==> config.mk <==
export PLATFORM = sky130hd
export DESIGN_NAME = uart_rx
export DESIGN_NICKNAME = d
export VERILOG_FILES = /design/src/rtl/uart_pkg.sv /design/src/rtl/sync_2ff.sv /design/src/rtl/uart_rx.sv
export SDC_FILE = /design/constraint.sdc
export NUM_CORES = 1
export LEC_CHECK = 0
export CAP_MARGIN = 20
export CORE_MARGIN = 2
export CORE_UTILIZATION = 44
export CTS_CLUSTER_SIZE = 24
export DETAILED_ROUTE_END_ITERATION = 8
export GPL_TIMING_DRIVEN = 0
export PLACE_DENSITY = 0.74
export SYNTH_ARGS = -nofsm -noshare
export SYNTH_HDL_FRONTEND = slang
export SYNTH_SLANG_ARGS = --single-unit
==> constraint.sdc <==
create_clock -name clk -period 1.9 [get_ports clk]
set_input_delay 0.57 -clock clk [delete_from_list [all_inputs] [get_ports clk]]
set_output_delay 0.57 -clock clk [all_outputs]
set_load 0.02 [all_outputs]
==> src/rtl/uart_pkg.sv <==
// rtl/uart_pkg.sv - shared UART frame constants, bit-period helper and receiver state type
package uart_pkg;

    localparam int DATA_BITS = 8;
    localparam int STOP_BITS = 1;

    typedef enum logic [2:0] {
        S_IDLE,
        S_START,
        S_DATA,
        S_STOP,
        S_WAIT_HIGH
    } rx_state_t;

    // Clocks per serial bit, truncated toward zero.
    function automatic int calc_cycle(input int clk_freq, input int baud_rate);
        return clk_freq / baud_rate;
    endfunction

endpackage

==> src/rtl/sync_2ff.sv <==
// rtl/sync_2ff.sv - two-flop synchronizer with parameterised reset value
module sync_2ff #(
    parameter logic RESET_VAL = 1'b1
) (
    input  logic clk,
    input  logic rst_n,
    input  logic i_d,
    output logic o_q
);

    logic r_meta;
    logic r_sync;

    always_ff @(posedge clk or negedge rst_n) begin
        if (!rst_n) begin
            r_meta <= RESET_VAL;
            r_sync <= RESET_VAL;
        end else begin
            r_meta <= i_d;
            r_sync <= r_meta;
        end
    end

    assign o_q = r_sync;

endmodule

==> src/rtl/uart_rx.sv <==
// rtl/uart_rx.sv - 8N1 UART receiver with a one-entry holding register and error pulses
module uart_rx
    import uart_pkg::*;
#(
    parameter int CLK_FREQ  = 27_000_000,
    parameter int BAUD_RATE = 115200
) (
    input  logic       clk,
    input  logic       rst_n,
    input  logic       rx_pin,
    output logic [7:0] rx_data,
    output logic       rx_valid,
    input  logic       rx_ready,
    output logic       frame_err,
    output logic       overrun
);

    localparam int CYCLE = calc_cycle(CLK_FREQ, BAUD_RATE);
    localparam int CNT_W = $clog2(CYCLE);
    localparam int IDX_W = $clog2(DATA_BITS);

    localparam logic [CNT_W-1:0] CNT_HALF = CNT_W'(CYCLE / 2 - 1);
    localparam logic [CNT_W-1:0] CNT_FULL = CNT_W'(CYCLE - 1);
    localparam logic [IDX_W-1:0] IDX_LAST = IDX_W'(DATA_BITS - 1);

    logic w_rx_s;

    rx_state_t              r_state;
    logic [CNT_W-1:0]       r_cnt;
    logic [IDX_W-1:0]       r_bit_idx;
    logic [DATA_BITS-1:0]   r_shift;
    logic                   r_done;
    logic [DATA_BITS-1:0]   r_data;
    logic                   r_valid;
    logic                   r_frame_err;
    logic                   r_overrun;

    sync_2ff #(
        .RESET_VAL(1'b1)
    ) u_sync (
        .clk  (clk),
        .rst_n(rst_n),
        .i_d  (rx_pin),
        .o_q  (w_rx_s)
    );

    always_ff @(posedge clk or negedge rst_n) begin
        if (!rst_n) begin
            r_state     <= S_IDLE;
            r_cnt       <= '0;
            r_bit_idx   <= '0;
            r_shift     <= '0;
            r_done      <= 1'b0;
            r_data      <= '0;
            r_valid     <= 1'b0;
            r_frame_err <= 1'b0;
            r_overrun   <= 1'b0;
        end else begin
            r_done      <= 1'b0;
            r_frame_err <= 1'b0;
            r_overrun   <= 1'b0;

            case (r_state)
                S_IDLE: begin
                    r_cnt <= '0;
                    if (!w_rx_s) begin
                        r_state <= S_START;
                    end
                end
                // Mid-start-bit recheck filters out short low glitches.
                S_START: begin
                    if (r_cnt == CNT_HALF) begin
                        r_cnt <= '0;
                        if (w_rx_s) begin
                            r_state <= S_IDLE;
                        end else begin
                            r_state   <= S_DATA;
                            r_bit_idx <= '0;
                        end
                    end else begin
                        r_cnt <= r_cnt + 1'b1;
                    end
                end
                S_DATA: begin
                    if (r_cnt == CNT_FULL) begin
                        r_cnt              <= '0;
                        r_shift[r_bit_idx] <= w_rx_s;
                        if (r_bit_idx == IDX_LAST) begin
                            r_state <= S_STOP;
                        end else begin
                            r_bit_idx <= r_bit_idx + 1'b1;
                        end
                    end else begin
                        r_cnt <= r_cnt + 1'b1;
                    end
                end
                S_STOP: begin
                    if (r_cnt == CNT_FULL) begin
                        r_cnt <= '0;
                        if (w_rx_s) begin
                            r_done  <= 1'b1;
                            r_state <= S_IDLE;
                        end else begin
                            r_frame_err <= 1'b1;
                            r_state     <= S_WAIT_HIGH;
                        end
                    end else begin
                        r_cnt <= r_cnt + 1'b1;
                    end
                end
                S_WAIT_HIGH: begin
                    if (w_rx_s) begin
                        r_state <= S_IDLE;
                    end
                end
                default: begin
                    r_state <= S_IDLE;
                end
            endcase

            // A same-cycle handshake frees the slot, so the new byte is taken.
            if (r_done) begin
                if (!r_valid || rx_ready) begin
                    r_data  <= r_shift;
                    r_valid <= 1'b1;
                end else begin
                    r_overrun <= 1'b1;
                end
            end else if (r_valid && rx_ready) begin
                r_valid <= 1'b0;
            end
        end
    end

    assign rx_data   = r_data;
    assign rx_valid  = r_valid;
    assign frame_err = r_frame_err;
    assign overrun   = r_overrun;

endmodule
# [Yosys cells after proc, flatten, opt, wreduce, memory -nomap -nowiden]
# Index checks and enable logic that the tools add are counted.
[op_classes] n_lt_le_gt_ge=2 n_reduce_logical=14 eq_ne=16 n_mux=31 n_addsub=2
[op_table] cell="two-way mux 3 bit" count=11
[op_table] cell="one-hot mux 8 bit (3 select lines)" count=1
[op_table] cell="two-way mux 8 bit" count=2
[op_table] cell="one-hot mux 3 bit (5 select lines)" count=1
[op_table] cell="!= test 2 bit (second input constant)" count=7
[op_table] cell="two-way mux 1 bit" count=12
[op_table] cell="adder 8 x 1 -> 8 bit (second input constant)" count=1
[op_table] cell="bitwise mux 8 bit" count=1
[op_table] cell="equality test 8 x 7 -> 1 bit (second input constant)" count=1
[op_table] cell="equality test 8 bit (second input constant)" count=1
[op_table] cell="equality test 3 x 2 -> 1 bit (second input constant)" count=2
[op_table] cell="equality test 3 bit (second input constant)" count=2
[op_table] cell="one-hot mux 3 bit (2 select lines)" count=1
[op_table] cell="AND reduction 2 bit" count=3
[op_table] cell="AND reduction 6 bit" count=1
[op_table] cell="AND reduction 5 bit" count=1
[op_table] cell="< comparator 3 x 4 -> 1 bit (second input constant)" count=1
[op_table] cell="!= test 2 x 1 -> 1 bit (second input constant)" count=2
[op_table] cell="nonzero test 2 bit" count=2
[op_table] cell="adder 3 x 1 -> 3 bit (second input constant)" count=1
[op_table] cell="demux 1 bit (select 3 bit)" count=1
[op_table] cell="equality test 3 x 1 -> 1 bit (second input constant)" count=1
[op_table] cell=">= comparator 3 x 1 -> 1 bit (second input constant)" count=1
[op_table] cell="zero test 3 bit" count=1
[op_table] cell="6 further kinds" count=7
[totals] in_bits=4 output_inout_bits=11 regBits=36 elab_cells=76

# [Depth between registers and ports, before layout]
# Gate-level depths: netlist of run 1.
[logic_depth] ltp_word=5 mapped_depth=7 mapped_depth_nobuf=6

# [Cells and area by module]
# From an unflattened synthesis of run 1, not the netlist that was laid out.
[hier_totals] cells_unflattened=154 area_unflattened_um2=1724.2
[by_module_without_submodules] mod="uart_rx" n_inst=1 seq_area_each_um2=850.8 cells_each=152 area_per_inst_um2=1671.6
[by_module_without_submodules] mod="sync_2ff" n_inst=1 seq_area_each_um2=52.6 cells_each=2 area_per_inst_um2=52.6

# [Worst setup path after synthesis of run 1]
# OpenSTA, ideal clock, no wires.
[synth_timing] kind="reg-to-reg" startpoint="reg r_cnt[1]" endpoint="reg r_shift[2]" required_ns=1.773 arrival_ns=1.969 path_slack_ns=-0.197 setup_time_ns=0.127 period_less_slack_ns=2.097 n_path_buf=1 path_stages_with_launch=8 cell_sequence="dfrtp_1 -> inv_1 -> ha_1 -> nand4b_2 -> or3_1 -> buf_2 -> or4_1 -> mux2_1"
[synth_via] elab_chain_cells=2
[synth_rtl] element="start, declared" line_no="uart_rx.sv:29" source="logic [CNT_W-1:0] r_cnt;"
[synth_rtl] element="start signal, assigned" line_no="uart_rx.sv:81" source="r_cnt <= r_cnt + 1'b1;"
[synth_rtl] element="start signal, assigned" line_no="uart_rx.sv:94" source="r_cnt <= r_cnt + 1'b1;"
[synth_rtl] element="start signal, assigned" line_no="uart_rx.sv:108" source="r_cnt <= r_cnt + 1'b1;"
[synth_rtl] element="equality test 8 bit" line_no="uart_rx.sv:85" source="if (r_cnt == CNT_FULL) begin"
[synth_rtl] element="AND reduction 2 bit (no source line)"
[synth_rtl] element="end signal, assigned by index" line_no="uart_rx.sv:87" source="r_shift[r_bit_idx] <= w_rx_s;"
[synth_rtl] element="end, declared" line_no="uart_rx.sv:31" source="logic [DATA_BITS-1:0] r_shift;"
# Every way passes these cells.
# A chain may end at the register's enable or synchronous reset.

# [Worst setup path after layout of run 1]
# Same ends and word-level chain as after synthesis.

==> results.py, run 1 <==
metrics = {
    "grt": {
        "grt_pass1_vias": 1255,
        "overflow": 0,
        "antenna_found_initial": 0,
        "grt_pass1_wl_um": 5660,
        "grt_max_degree": 37,
        "track_usage_pct": 17.4,
    },
    "outcome": {
        "outcome": "finished, violations left",
        "violations": "setup timing",
    },
    "synth": {
        "synthesis.nets": 161,
        "synth_top_flop_cell": "dfrtp_1",
        "synth_top_family_by_area": "simple AND/OR/NAND/NOR gates",
        "synth_top_area_cell": "dfrtp_1",
        "synth_cell_type_count": 42,
        "yosys-top-cells-area": "dfrtp_1 49%, mux2_2 10%, ha_1 3.6%",
        "synth_area_um2": 1730,
        "yosys_register_bits": 36,
        "synth_top_area_share_pct": 49.1,
        "synth_compound_area_share_pct": 9.82,
        "synth_seq_area_share_pct": 52.1,
        "synth_commonest_cells": "34 x dfrtp_1, 16 x mux2_2, 13 x nand2_1",
        "synth-simple-area-share_pct": 18.1,
        "yosys.area_share.adder_pct": 3.61,
        "synth-edff-count": 0,
        "synth_xor_area_share_pct": 0,
        "synthCells": 152,
        "synthMuxAreaShare_pct": 12.8,
        "synthArstFlopShare_pct": 100,
        "yosysWarnings": 0,
        "syn_avg_cell_area_um2": 11.4,
        "yosysMostFrequentCell": "dfrtp_1",
    },
    "floorplanning": {
        "initial_core_util_pct": 46.6,
        "dieHeight_um": 66.8,
        "core_area_um2": 3720,
        "die_area_um2": 4460,
        "rows": 22,
        "fp.dieW_um": 66.8,
        "ios": 15,
    },
    "clock_tree": {
        "htree_levels": 2,
        "cts_tree": "yes",
        "insertion_delay_ps": 290,
        "cts_sinks": 36,
        "path_clk_slew_ps": 70,
        "cts_root_buffer": "clkbuf_8",
        "clk_path_buf_depth": 2,
        "holdBufCountCts": 0,
        "numCtsBuffers": 5,
    },
    "timing": {
        "final.period_utilization_pct": 110,
        "tightest_slew_ps": 770,
        "fin_ws_ps": -194,
        "final_hold_viol_count": 0,
        "drv_slew": 0,
        "relSlewSlack_pct": 48.6,
        "rsz0062_at_grt": "yes",
        "setup_viol": 9,
        "fin_skew_ps": 3.66,
        "max_freq_mhz": 478,
        "fin_crit_ps": 2090,
        "setup-tns-final_ps": -706,
    },
    "power": {
        "clockPowerShare_pct": 41.2,
        "p_seq_share_pct": 56.8,
        "powerDensity_nw_per_um2": 616,
        "pwr-share-comb_pct": 1.9,
        "p_sw_share_pct": 21.0,
        "switching_power_uw": 286,
        "p_int_uw": 1070,
        "p_leak_uw": 0.000986,
        "ir_worst_vdd_v": 0.000402,
    },
    "routing": {
        "ant_nets": 0,
        "routed_wl_um": 3320,
        "drc": 0,
        "vias": 1288,
        "firstDrtPassIters": 5,
        "wl_per_cell_um": 14.4,
        "viasPerCell": 5.58,
        "first_iter_violations": 53,
    },
    "setup_path": {
        "cp_slowest_cell": "or4_4",
        "critical-path-max-stage-delay_ps": 500,
        "cp-start-kind": "flip-flop",
        "endpoint_kind": "flip-flop",
        "cp_max_fo": 8,
        "critPathKind": "reg2reg",
        "crit-reg2reg-launch": "r_cnt[1]",
        "cp.required_ps": 2080,
        "path_cells": "inv_2 > ha_4 > nand4b_4 > or3_4 > or4_4 > mux2_4",
        "critPathArrivalTime_ps": 2270,
        "cp-startpoint": "r_cnt[1]",
    },
    "final_layout": {
        "finalNonFillerCells": 231,
        "area_delta_synth_final_pct": 27.2,
        "diodes": 0,
        "drive_above_1_share_pct": 30.6,
        "nets": 191,
    },
    "placed_design": {
        "port-buffer-count": 14,
        "globalplace.congestion": 0.851,
        "dp.cells": 214,
        "dp_slack_ps": -291,
        "dp_hpwl_um": 2230,
    },
    "job": {
        "cap_violations": 0,
    },
    "worst_hold_path": {
        "hold_class": "in2async",
    },
}
[placed cells by master, fill, tap and decap left out, types with 6 or more instances in the layout]
cell             instances
nor2_1                   6
mux2_2                  12
o21ai_0                  6
clkbuf_8                 6
clkdlybuf4s50_1         13
buf_4                   10
nand2_1                 13
dfrtp_1                 33
[critical path: cells and delay by family, from the launching register on]
| kind | cells | cell delay [ps] |
|---|---|---|
| simple gates | 3 | 1080 |
| flops | 1 | 390 |
| mux | 1 | 300 |
| fa+ha+maj | 1 | 140 |
| buf+inv | 1 | 80 |
[cell type report]
| type | instances | area (µm²) |
|---|---|---|
| buffer | 5 | 35.0 |
| clock buffer | 7 | 86.3 |
| clock inverter | 1 | 7.51 |
| fill | 303 | 1510 |
| inverter | 6 | 22.5 |
| multi-input combinational | 104 | 878 |
| sequential | 36 | 905 |
| tap | 48 | 60.1 |
| timing repair buffer | 24 | 210 |
[stage by stage]
stage | cell area (µm²) | util (%) | hold WS, ps | total power (µW)
2_1_floorplan | 1730 | - | 274 | 791
3_3_place_gp | 1930 | 52.0 | 347 | 814
3_5_place_dp | 1930 | 51.9 | 353 | 813
4_1_cts | 2080 | 56.0 | 363 | 1380
5_1_grt | 2200 | 59.3 | 365 | 1420
6_report | 2200 | 59.3 | 353 | 1360
[power by group through the flow]
stage	clock (µW)	sequential, µW	combinational (µW)
finish	560	771	26.3
floorplan	0	785	5.88
detailed placement	0	786	27.4
CTS	583	771	28.0
global route	618	771	30.8
global placement	0	786	27.9
[path summary, 6_finish.rpt]
check                                    end  slack, ps  cells after the start
max in group asynchronous       r_bit_idx[1]       1020                      1
worst max-delay path              r_shift[2]       -190                      6
worst max register to register    r_shift[2]       -190                      6
min in group clk                  u_sync.o_q        360                      0
worst min register to register    u_sync.o_q        360                      0
worst min-delay path              r_state[2]        350                      1
[routing by layer]
metal	share of wire [%]	wire length (µm)	global-route usage (%)	up-vias
met5	0	0	0	-
met4	2.3	77	9.95	0
met3	4.2	140	5.74	7
met2	49	1620	28.5	30
met1	45	1480	19.9	638
li1	-	-	-	613
[kinds of logic (layout without fill, tap and decap cells)]
| family | Yosys count | in the layout |
|---|---|---|
| AO/OA/AOI/OAI | 24 | 24 |
| adder cells (fa/ha/maj) | 5 | 5 |
| buffers and inverters | 12 | 43 |
| flip-flops | 36 | 36 |
| multiplexers | 20 | 20 |
| AND/OR/NAND/NOR | 55 | 55 |
[state kept, by name, summed over array words and instances, names as in the netlist]
name,count
frame_err,1
overrun,1
r_bit_idx,3
r_cnt,8
r_done,1
r_shift,8
r_state,3
rx_data,8
rx_valid,1
u_sync.o_q,1
u_sync.r_meta,1
[what timing repair did]
action,in CTS,in global routing
resized for setup,7,15
endpoints found under the setup margin,10,19
setup buffers,3,7
pin swaps,0,6
(Power assumes the default switching activity.)
==> inputs of run 2 (changes only) <==
Settings changed: CAP_MARGIN 20 to default.
==> results of run 2 <==
Final layout, timing and power as in run 1 (identical DEF).
